**config.mk**
```make
export PLATFORM = sky130hd
export DESIGN_NAME = pulse_trigger_processor
export DESIGN_NICKNAME = d
export VERILOG_FILES = /design/src/rtl/pulse_trig_pkg.sv /design/src/rtl/pulse_trigger_processor_chan_done_tracker.sv /design/src/rtl/pulse_trigger_processor.sv
export SDC_FILE = /design/constraint.sdc
export NUM_CORES = 1
export LEC_CHECK = 0
export CAP_MARGIN = 10
export CELL_PAD_IN_SITES_DETAIL_PLACEMENT = 1
export CELL_PAD_IN_SITES_GLOBAL_PLACEMENT = 2
export CORE_MARGIN = 2
export CORE_UTILIZATION = 28
export CTS_CLUSTER_SIZE = 12
export DETAILED_ROUTE_END_ITERATION = 8
export PLACE_DENSITY = 0.95
export RECOVER_POWER = 100
export SYNTH_ARGS = -nofsm -noshare
export SYNTH_HDL_FRONTEND = slang
export SYNTH_SLANG_ARGS = --single-unit
```
**constraint.sdc**
```tcl
create_clock -name clk -period 11.9 [get_ports clk]
set_input_delay 2.38 -clock clk [delete_from_list [all_inputs] [get_ports clk]]
set_output_delay 2.38 -clock clk [all_outputs]
set_load 0.02 [all_outputs]
```
**src/rtl/pulse_trig_pkg.sv**
```systemverilog
// Shared definitions for the pulse trigger processor: trigger-word and
// readout-record field positions, FSM state bit indices, and trig_length codes.
package pulse_trig_pkg;

    // Incoming Pulse Trigger FIFO word fields
    localparam int TRIG_TS_LSB  = 0;
    localparam int TRIG_TS_W    = 44;
    localparam int TRIG_NUM_LSB = 44;
    localparam int TRIG_NUM_W   = 24;
    localparam int TRIG_LEN_LSB = 68;
    localparam int TRIG_LEN_W   = 2;

    // Outgoing readout record fields
    localparam int REC_TS_LSB      = 0;
    localparam int REC_NUM_LSB     = 44;
    localparam int REC_LEN_LSB     = 68;
    localparam int REC_MASK_LSB    = 70;
    localparam int REC_TIMEOUT_BIT = 75;

    // One-hot FSM encoding; bit 3 is reserved and always 0
    localparam int ST_IDLE     = 0;
    localparam int ST_WAIT_ACQ = 1;
    localparam int ST_SEND     = 2;
    localparam int STATE_W     = 4;

    localparam logic [STATE_W-1:0] STATE_IDLE     = 4'b0001;
    localparam logic [STATE_W-1:0] STATE_WAIT_ACQ = 4'b0010;
    localparam logic [STATE_W-1:0] STATE_SEND     = 4'b0100;

    typedef enum logic [1:0] {
        TRIG_NONE     = 2'b00,
        TRIG_AM       = 2'b01,
        TRIG_LASER    = 2'b10,
        TRIG_LASER_AM = 2'b11
    } trig_len_e;

endpackage

```
**src/rtl/pulse_trigger_processor_chan_done_tracker.sv**
```systemverilog
// chan_done_tracker: per-channel count of acquisitions completed but not yet
// claimed by a readout record. Saturates at all-ones and flags the lost pulse.
module chan_done_tracker #(
    parameter int PEND_W = 4
) (
    input  logic clk,
    input  logic reset,
    input  logic inc,
    input  logic consume,
    output logic nonzero,
    output logic sat_hit
);

    localparam logic [PEND_W-1:0] PEND_MAX = '1;

    logic [PEND_W-1:0] pend_q;
    logic              do_consume;

    // A consume request against an empty counter is ignored
    assign do_consume = consume & (pend_q != '0);
    assign nonzero    = (pend_q != '0);
    assign sat_hit    = inc & ~do_consume & (pend_q == PEND_MAX);

    // Pending count update: simultaneous inc and consume cancel out
    always_ff @(posedge clk) begin
        if (reset) begin
            pend_q <= '0;
        end else if (inc && !do_consume) begin
            if (pend_q != PEND_MAX) begin
                pend_q <= pend_q + 1'b1;
            end
        end else if (!inc && do_consume) begin
            pend_q <= pend_q - 1'b1;
        end
    end

endmodule

```
**src/rtl/pulse_trigger_processor.sv**
```systemverilog
// pulse_trigger_processor: pops one trigger word, waits for all enabled
// channels to finish (or a timeout), then hands one record downstream.
// Optional per-trigger-type counters are built when
// PULSE_TRIG_TYPE_COUNTERS_EN is defined.
//
//   state    | meaning
//   ---------+--------------------------------------------------------
//   IDLE     | fifo_ready high; pop and latch the next trigger word
//   WAIT_ACQ | wait for every enabled channel to have a pending done
//   SEND     | hold the record on info_data until info_ready
module pulse_trigger_processor
    import pulse_trig_pkg::*;
#(
    parameter int NCHAN  = 5,
    parameter int PEND_W = 4
) (
    input  logic               clk,
    input  logic               reset,
    input  logic               fifo_valid,
    input  logic [127:0]       fifo_data,
    output logic               fifo_ready,
    input  logic [NCHAN-1:0]   chan_en,
    input  logic [NCHAN-1:0]   acq_done,
    input  logic [15:0]        thres_acq_timeout,
    input  logic               counters_clear,
    output logic               info_valid,
    output logic [127:0]       info_data,
    input  logic               info_ready,
    output logic [STATE_W-1:0] state,
    output logic [31:0]        processed_count,
    output logic [31:0]        timeout_count,
    output logic               pending_overflow
`ifdef PULSE_TRIG_TYPE_COUNTERS_EN
    ,
    output logic [31:0]        laser_count,
    output logic [31:0]        am_count,
    output logic [31:0]        laser_am_count
`endif
);

    logic [STATE_W-1:0]    state_q, state_d;
    logic [15:0]           timer_q;
    logic [TRIG_LEN_W-1:0] len_q;
    logic [TRIG_NUM_W-1:0] num_q;
    logic [TRIG_TS_W-1:0]  ts_q;
    logic [NCHAN-1:0]      pend_nz;
    logic [NCHAN-1:0]      sat_hit;
    logic [NCHAN-1:0]      all_ok;
    logic [NCHAN-1:0]      done_mask;
    logic                  close_rec;
    logic                  close_timeout;
    logic                  timeout_hit;
    logic                  send_hs;
    logic [127:0]          rec_d;

    wire unused_fifo_bits = ^fifo_data[127:TRIG_LEN_LSB+TRIG_LEN_W];

    genvar c;
    generate
        for (c = 0; c < NCHAN; c++) begin : g_chan
            chan_done_tracker #(.PEND_W(PEND_W)) u_trk (
                .clk     (clk),
                .reset   (reset),
                .inc     (acq_done[c]),
                .consume (done_mask[c]),
                .nonzero (pend_nz[c]),
                .sat_hit (sat_hit[c])
            );
        end
    endgenerate

    assign all_ok      = ~chan_en | pend_nz;
    assign timeout_hit = (thres_acq_timeout != 16'd0) &&
                         (timer_q == thres_acq_timeout - 16'd1);
    assign state       = state_q;

    // State register
    always_ff @(posedge clk) begin
        if (reset) begin
            state_q <= STATE_IDLE;
        end else begin
            state_q <= state_d;
        end
    end

    // Next state plus the close decision that drives channel consumption
    always_comb begin
        state_d       = state_q;
        done_mask     = '0;
        close_rec     = 1'b0;
        close_timeout = 1'b0;
        if (state_q[ST_IDLE]) begin
            if (fifo_valid) begin
                state_d = STATE_WAIT_ACQ;
            end
        end else if (state_q[ST_WAIT_ACQ]) begin
            if (&all_ok) begin
                done_mask = chan_en;
                close_rec = 1'b1;
                state_d   = STATE_SEND;
            end else if (timeout_hit) begin
                done_mask     = chan_en & pend_nz;
                close_rec     = 1'b1;
                close_timeout = 1'b1;
                state_d       = STATE_SEND;
            end
        end else if (state_q[ST_SEND]) begin
            if (info_ready) begin
                state_d = STATE_IDLE;
            end
        end else begin
            state_d = STATE_IDLE;
        end
    end

    // Outputs decoded from the state register
    always_comb begin
        fifo_ready = state_q[ST_IDLE];
        info_valid = state_q[ST_SEND];
        send_hs    = state_q[ST_SEND] & info_ready;
    end

    // Record assembly from the latched trigger word and close decision
    always_comb begin
        rec_d = '0;
        rec_d[REC_TS_LSB  +: TRIG_TS_W]  = ts_q;
        rec_d[REC_NUM_LSB +: TRIG_NUM_W] = num_q;
        rec_d[REC_LEN_LSB +: TRIG_LEN_W] = len_q;
        rec_d[REC_MASK_LSB +: NCHAN]     = done_mask;
        rec_d[REC_TIMEOUT_BIT]           = close_timeout;
    end

    // Trigger latch, wait timer and record register
    always_ff @(posedge clk) begin
        if (reset) begin
            timer_q   <= '0;
            len_q     <= '0;
            num_q     <= '0;
            ts_q      <= '0;
            info_data <= '0;
        end else begin
            if (state_q[ST_IDLE] && fifo_valid) begin
                len_q   <= fifo_data[TRIG_LEN_LSB +: TRIG_LEN_W];
                num_q   <= fifo_data[TRIG_NUM_LSB +: TRIG_NUM_W];
                ts_q    <= fifo_data[TRIG_TS_LSB  +: TRIG_TS_W];
                timer_q <= '0;
            end else if (state_q[ST_WAIT_ACQ] && !close_rec && timer_q != 16'hFFFF) begin
                timer_q <= timer_q + 16'd1;
            end
            if (close_rec) begin
                info_data <= rec_d;
            end else if (send_hs) begin
                info_data <= '0;
            end
        end
    end

    // Status counters; a clear beats a same-cycle increment
    always_ff @(posedge clk) begin
        if (reset || counters_clear) begin
            processed_count  <= '0;
            timeout_count    <= '0;
            pending_overflow <= 1'b0;
`ifdef PULSE_TRIG_TYPE_COUNTERS_EN
            laser_count      <= '0;
            am_count         <= '0;
            laser_am_count   <= '0;
`endif
        end else begin
            if (send_hs) begin
                processed_count <= processed_count + 32'd1;
            end
            if (close_timeout) begin
                timeout_count <= timeout_count + 32'd1;
            end
            if (|sat_hit) begin
                pending_overflow <= 1'b1;
            end
`ifdef PULSE_TRIG_TYPE_COUNTERS_EN
            if (send_hs) begin
                case (trig_len_e'(len_q))
                    TRIG_LASER:    laser_count    <= laser_count + 32'd1;
                    TRIG_AM:       am_count       <= am_count + 32'd1;
                    TRIG_LASER_AM: laser_am_count <= laser_am_count + 32'd1;
                    default:       ;
                endcase
            end
`endif
        end
    end

endmodule

```
==> key figures, run 1 <==
Finish
  – Area Growth Syn to Fin: 31.5%
  – Fillers: 4849
  – Nets: 1814
  – Final instance area: 15100 um^2
  – Inserted Diodes: 0
  – Layout cell share with drive strength beyond 1: 4.41%
  – Area of the multi-input gates: 5870 um^2
  – Register area: 5000 um^2

Worst setup path
  – CP Data Arrival Time: around 8800 ps
  – Crit path required time: 12110 ps
  – CP Launch Type: input pin
  – R2r startpoint: timer_q[13]
  – RR Endpoint: info_data[37]
  – Worst Setup Path Type: in -> reg
  – Worst R2R Setup Slack: 6060 ps
  – FF-to-FF path depth: 8
  – Crit-path max FO: 78
  – Crit path capture type: register

Clock tree
  – H-tree Lvls: 1
  – CTS tree: built
  – Clock Pin Slew Worst Setup and Hold Paths: 60 ps
  – Hold-fix buffers, CTS: 0
  – Setup Fix Bufs, Post-CTS: 0
  – Max Root-Sink Buffers: 3
  – Clock Latency Late Sink: 550 ps
  – Post_cts resized: 0
  – Num CTS Buffers: 29
  – Sink Count: 250
  – Clock root cell: clkbuf_16

Worst hold path
  – Min-delay src: ts_q[12]
  – WHS Endpoint: info_data[12]
  – WHS Path Cells: 2
  – Min-Delay Path Class: reg -> reg

Floorplanning
  – DIE WIDTH: about 210 um
  – Num rows: 74
  – DIE HEIGHT: about 210 um
  – Starting Density: 28.3%
  – IO Pins: 358
  – Die ar.: roughly 43000 um^2
  – Total core area: 40600 um^2

Logic synthesis
  – Post-Synthesis Cells: 1434
  – Post-synth EDFFs: 0
  – Synth top cells by count: 273 x nand2_1, 250 x dfxtp_1, 202 x a21oi_1
  – Mapped Area: about 11000 um^2
  – Mux contribution to synthesized area: between 1.5 and 2%
  – Xor/xnor share of the synthesized area: 4.19%
  – Cell taking the most area after synthesis: dfxtp_1
  – Largest family of logic cells by synthesized area: simple AND/OR/NAND/NOR gates
  – Sequential fraction of the synthesis area: 43.5%
  – Post-synth ARST share: 0%
  – Synth Area in Compound Gates: 14.9%
  – Simple-gate share of the synthesized area: a little over a quarter
  – Top cells by area, synth: dfxtp_1 44%, nand2_1 8.9%, a21oi_1 8.8%, nand3_1 4.7%, buf_4 3.6%
  – Syn_area_per_cell: 8.02 um^2
  – Top-count cell post-synth: nand2_1
  – Number of synthesized register bits: 250
  – Library cells used by synthesis: 70
  – Synth warn: 0
  – Adder-Cell Fraction of Synth Area: 2.39%
  – Synth top area share: 43.5%
  – Synth Flop Type: dfxtp_1

STA
  – Worst Max-Slew Pin Slew: 4510 ps
  – Setup violators final: 0
  – Final Hold Viols: 0
  – Rel. slew slack: -201%
  – Final slew viol count: around 320
  – Fin crit share: 72.2%
  – Final Critical Period: about 8600 ps
  – RSZ-0062 raised after global routing: false
  – Fmax: roughly 120 MHz
  – Setup TNS: 0 ps
  – Setup Skew: 12.7 ps

Pwr
  – Sequential power share: ~44%
  – Clk pwr share: 45.9%
  – Combinational share of power: 9.9%
  – Pint: 1.50 mW
  – NetSw: 497 uW
  – Pwr dens: 132 nW/um^2
  – Switch share: approximately 25%
  – VDD IR max: 95.0 uV
  – Leakage: 5.75 nW

GRT
  – Global-route wire length before repair: 58100 um
  – Initial antenna violation count: 0
  – Vias in the first global route: 11293
  – GRT Overall Usage: 16.7%
  – GR Overflow Total: 0
  – Largest net degree at the start of global routing: 100

Drt
  – DRC: 0
  – DR vias/cell: 4.96
  – Final ANT Viol Nets: 0
  – Vias post-DR: around 11000
  – DR WL/cell: 16.7 um
  – WL final: 36500 um
  – Iter 0 DRT Violations: 521
  – Initial DRT Pass Iterations: 4

Run
  – Max_cap viols: 4

Place
  – GPL Wtd Cong: around 0.79
  – Port Buffers: 246
  – Hpwl dp: roughly 25000 um
  – Cell Area, Placed: 14200 um^2

Outcome
  – Failing checks: max-capacitance violations, max-slew violations
  – Status: finished, violations left
-- layout by cell type, fill, tap and decap left out, drive strengths merged, types with 9 or more instances in the layout --
cell	Yosys	layout
nand3	109	109
nand2	273	273
or4	18	18
dlygate4sd3	0	147
nor3	20	20
mux2	10	10
inv	28	28
and3	9	9
xor2	32	32
a21oi	202	202
a21o	11	11
and2	12	12
xnor2	23	23
nor4	14	14
clkdlybuf4s50	0	98
o21ai	44	44
clkbuf	68	48
o31ai	12	12
or3	40	40
nor2	62	62
nand4	21	21
nor2b	15	15
dfxtp	250	250
conb	1	53
ha	14	14
-- layer usage --
metal	wire, um	global-route usage [%]	vias to the layer above
met4	652	3.62	0
met3	3480	6.99	45
met5	0	0	-
met2	17700	29.5	237
met1	14700	18.8	5298
li1	-	-	5265
-- cells by family after synthesis --
logic type / count (synthesis)
xor+xnor: 55
fa+ha+maj: 19
buf+inv: 164
compound gates: 305
mux: 17
simple gates: 623
flops: 250
other cells: 1
-- flip-flops by register name, indices dropped and copies added (netlist names) --
signal	count
processed_count	32
len_q	2
timeout_count	32
g_chan.u_trk.pend_q	20
num_q	24
state	3
info_data	76
timer_q	16
pending_overflow	1
ts_q	44
-- through the flow --
| stage | setup slack (ps) | total power, mW | hold WS (ps) | utilization, % | std cells |
|---|---|---|---|---|---|
| floorplan | 5590 | 1.03 | 432 | - | 1486 |
| global placement | 4240 | 1.09 | 436 | 34.9 | 2136 |
| detailed placement | 4250 | 1.10 | 446 | 34.9 | 2136 |
| CTS | 4840 | 2.03 | 455 | 37.3 | 2187 |
| global route | 2580 | 2.08 | 473 | 37.2 | 2188 |
| finish | 3300 | 1.99 | 453 | 37.2 | 2188 |
-- critical path: stages --
cell and delay (ps):
dlygate4sd3_1 640, nor4_1 960, nand3_1 210, xnor2_1 210
or4_1 540, o41ai_2 880, nand2_1 2110, nand3_1 670
a21oi_1 160
-- area by class of cell --
class,instances,share of cell area [%]
Multi-Input combinational cell,1072,38.8
Timing Repair Buffer,254,16.6
Tap cell,532,4.40
Clock inverter,7,0.753
Sequential cell,250,33.1
Clock buffer,44,5.64
Inverter,29,0.720
-- power groups by stage --
stage / clock network, mW / registers [mW] / logic [mW]
floorplan: 0 / 0.896 / 0.133
global placement: 0 / 0.897 / 0.192
detailed placement: 0 / 0.899 / 0.198
CTS: 0.944 / 0.881 / 0.200
global route: 0.973 / 0.885 / 0.218
finish: 0.915 / 0.881 / 0.196
-- worst max path at each step --
| stage | startpoint | slack (ps) | cells past startpoint | endpoint |
|---|---|---|---|---|
| after global routing | thres_acq_timeout[2] | 2580 | 9 | info_data[63] |
| after CTS | thres_acq_timeout[2] | 4840 | 14 | g_chan[1].u_trk.pend_q[3] |
| after floorplan | thres_acq_timeout[2] | 5590 | 14 | g_chan[0].u_trk.pend_q[3] |
| after detailed placement | thres_acq_timeout[2] | 4250 | 14 | g_chan[1].u_trk.pend_q[3] |
| after global placement | thres_acq_timeout[2] | 4240 | 14 | g_chan[1].u_trk.pend_q[3] |
| final | thres_acq_timeout[2] | 3300 | 9 | info_data[37] |
Power figures use the tool's default switching activity.
==> run 2: changes to the inputs <==
- CORE_UTILIZATION: 28 -> 26
- PLACE_DENSITY: 0.95 -> 0.89
- clock period: 11.9 -> 8.23 ns (I/O delays scaled with it)
==> run 2 against run 1 <==
- the run still ends with max-capacitance violations, max-slew violations left
- sequential power rose by 45%
- setup slack worse by 1600 ps
- flip-flop and latch count unchanged
- wire length is 0.37% lower
- utilization is 2.1 points lower
- first-iteration DRC count is 22% lower
- clock power up 66%
- count of clock-buffer cells in the layout is 4 higher
- global-route usage is 1.2 points lower
- critical path type unchanged
- highest routed layer is now met5
==> key figures, run 2 (synthesis gave the netlist of run 1 again) <==
Clock tree
  – H-tree Lvls: 2 (was 1)
  – CTS tree: built (unchanged)
  – Clock Latency Late Sink: 540 ps (was 550 ps)
  – Max Root-Sink Buffers: 3 (unchanged)
  – Clock root cell: clkbuf_16 (unchanged)
  – Num CTS Buffers: 34 (was 29)
  – Sink Count: 250 (unchanged)
  – Hold-fix buffers, CTS: 0 (unchanged)
  – Setup Fix Bufs, Post-CTS: 0 (unchanged)
  – Clock Pin Slew Worst Setup and Hold Paths: 60 ps (about the same)
  – Post_cts resized: 0 (unchanged)

Worst setup path
  – CP most frequent cell: clkbuf_1 (was nand3_1)
  – CP Launch Type: input pin (unchanged)
  – Top delay family on crit path: buffers and inverters (was simple AND/OR/NAND/NOR gates)
  – Worst R2R Setup Slack: 3920 ps (was 6060 ps)
  – Worst Setup Path Type: in -> reg (unchanged)
  – CP Depth: 5 (was 9)
  – Critical-path cell list: clkbuf_1, or2_2, clkbuf_1, or4_1, nand2_1 (was dlygate4sd3_1, nor4_1, nand3_1, xnor2_1, or4_1, o41ai_2, nand2_1, nand3_1, a21oi_1)
  – Critical path's slowest cell: clkbuf_1 (was nand2_1)
  – Crit path capture type: register (unchanged)
  – Crit path buffers/inverters: 2 (was 1)
  – Crit-path max FO: 74 (was 78)
  – RR Endpoint: g_chan[0].u_trk.pend_q[3] (was info_data[37])
  – R2r startpoint: timer_q[2] (was timer_q[13])
  – Crit path required time: 8640 ps (was 12110 ps)
  – FF-to-FF path depth: 12 (was 8)
  – CP peak stage delay: 2420 ps (was 2110 ps)
  – CP Data Arrival Time: 6900 ps (was 8810 ps)

Drt
  – Initial DRT Pass Iterations: 6 (was 4)
  – WL final: 36400 um (was 36500 um)
  – Final ANT Viol Nets: 0 (unchanged)
  – DR vias/cell: 4.80 (was 4.96)
  – DRC: 0 (unchanged)
  – Iter 0 DRT Violations: 408 (was 521)
  – Vias post-DR: 10864 (was 10845)
  – DR WL/cell: 16.1 um (was 16.7 um)

GRT
  – Initial antenna violation count: 5 (was 0)
  – GRT Overall Usage: 15.5% (was 16.7%)
  – Vias in the first global route: 11198 (was 11293)
  – Global-route wire length before repair: 58500 um (was 58100 um)
  – GR Overflow Total: 0 (unchanged)
  – Largest net degree at the start of global routing: 102 (was 100)

Finish
  – Largest register FFs: 76 (unchanged)
  – Final instance area: 15400 um^2 (was 15100 um^2)
  – Most frequent cells in the layout: 270 x nand2_1, 250 x dfxtp_1, 202 x a21oi_1 (was 271 x nand2_1, 250 x dfxtp_1, 202 x a21oi_1)
  – Area Growth Syn to Fin: 34.2% (was 31.5%)
  – Leading registers by flop count: info_data (76), ts_q (44) (unchanged)
  – Largest Register: info_data (unchanged)
  – Nets: 1822 (was 1814)
  – Fillers: 5283 (was 4849)
  – Commonest non-fill, non-tap cell in the layout: nand2_1 (unchanged)
  – Layout cell share with drive strength beyond 1: 5.39% (was 4.41%)

Worst hold path
  – Min-delay src: ts_q[19] (was ts_q[12])
  – Min-Delay Path Class: reg -> reg (unchanged)
  – WHS Endpoint: info_data[19] (was info_data[12])
  – WHS Path Cells: 2 (unchanged)

STA
  – Final Critical Period: 6490 ps
  – Fin crit share: 78.8%
  – Final Hold Viols: 0 (unchanged)
  – Final slew viol count: 242 (was 321)
  – Setup Skew: 20.5 ps (was 12.7 ps)
  – Rel. slew slack: -134% (was -201%)
  – Fmax: 154 MHz
  – RSZ-0062 raised after global routing: false (unchanged)
  – Final worst setup slack: 1740 ps (was 3300 ps)
  – Worst Max-Slew Pin Slew: 3520 ps (was 4510 ps)
  – Setup violators final: 0 (unchanged)
  – Setup TNS: 0 ps (unchanged)
  – Hold slack: 452 ps (was 453 ps)

Floorplanning
  – DIE HEIGHT: 214 um (was 207 um)
  – Die ar.: 45900 um^2 (was 42700 um^2)
  – Num rows: 77 (was 74)
  – IO Pins: 358 (unchanged)
  – Total core area: 43900 um^2 (was 40600 um^2)
  – DIE WIDTH: 214 um (was 207 um)
  – Starting Density: 26.2% (was 28.3%)

Pwr
  – Leakage: 5.88 nW (was 5.75 nW)
  – VDD IR max: 132 uV (was 95.0 uV)
  – Pwr dens: 200 nW/um^2 (was 132 nW/um^2)

Place
  – Post-place setup slack: 1470 ps (was 4250 ps)
  – GPL Wtd Cong: 0.766 (was 0.785)
  – Cell Area, Placed: 14300 um^2 (was 14200 um^2)
  – Hpwl dp: 24800 um (about the same)
  – Port Buffers: 246 (unchanged)

Run
  – Max_cap viols: 3 (was 4)

Outcome
  – Status: finished, violations left (unchanged)
  – Failing checks: max-capacitance violations, max-slew violations (unchanged)
-- run 2: cell type report --
| cell class | instances | area (um^2) | area share (%) |
|---|---|---|---|
| Timing Repair Buffer | 257 | 2540 | 16.4 |
| Sequential cell | 250 | 5000 | 32.4 |
| Clock buffer | 48 | 993 | 6.44 |
| Multi-Input combinational cell | 1072 | 5870 | 38.0 |
| Antenna cell | 1 | 2.50 | 0.0162 |
| Inverter | 29 | 109 | 0.705 |
| Tap cell | 592 | 741 | 4.80 |
| Clock inverter | 14 | 175 | 1.13 |
-- run 2: tightest hold or removal path, cell delays in order (launching register included) --
cell     delay, ps
dfxtp_1        310
nand2_1         60
a21oi_1         50
-- run 2: how the worst max path moves through the flow --
stage | from | end | slack [ps]
after floorplan | thres_acq_timeout[2] | g_chan[0].u_trk.pend_q[3] | 2650
after global placement | thres_acq_timeout[2] | g_chan[2].u_trk.pend_q[3] | 1520
after detailed placement | thres_acq_timeout[2] | g_chan[0].u_trk.pend_q[3] | 1470
after CTS | thres_acq_timeout[2] | g_chan[0].u_trk.pend_q[3] | 2010
after global routing | reset | timeout_count[16] | 1170
final | reset | timeout_count[16] | 1740
-- run 2: power breakdown --
group | switching [mW] | leakage, nW | internal (mW)
clock network | 0.581 | 0.569 | 0.942
registers | 0.0292 | 2.03 | 1.25
logic | 0.167 | 3.28 | 0.115
total | 0.777 | 5.88 | 2.30
-- run 2: routing by layer --
layer | up-vias | GRT usage, % | share of wire, %
li1 | 5278 | - | -
met4 | 4 | 4.51 | 1.7
met3 | 46 | 5.56 | 8.1
met5 | - | 0 | 0.082
met1 | 5301 | 17.8 | 42
met2 | 235 | 27.0 | 48
-- run 2: per-stage QoR --
step / instances / utilization, % / total power [mW]
floorplan: 1486 / - / 1.49
global placement: 2200 / 32.6 / 1.58
detailed placement: 2200 / 32.6 / 1.59
CTS: 2262 / 35.2 / 3.14
global route: 2263 / 35.1 / 3.21
finish: 2263 / 35.1 / 3.08
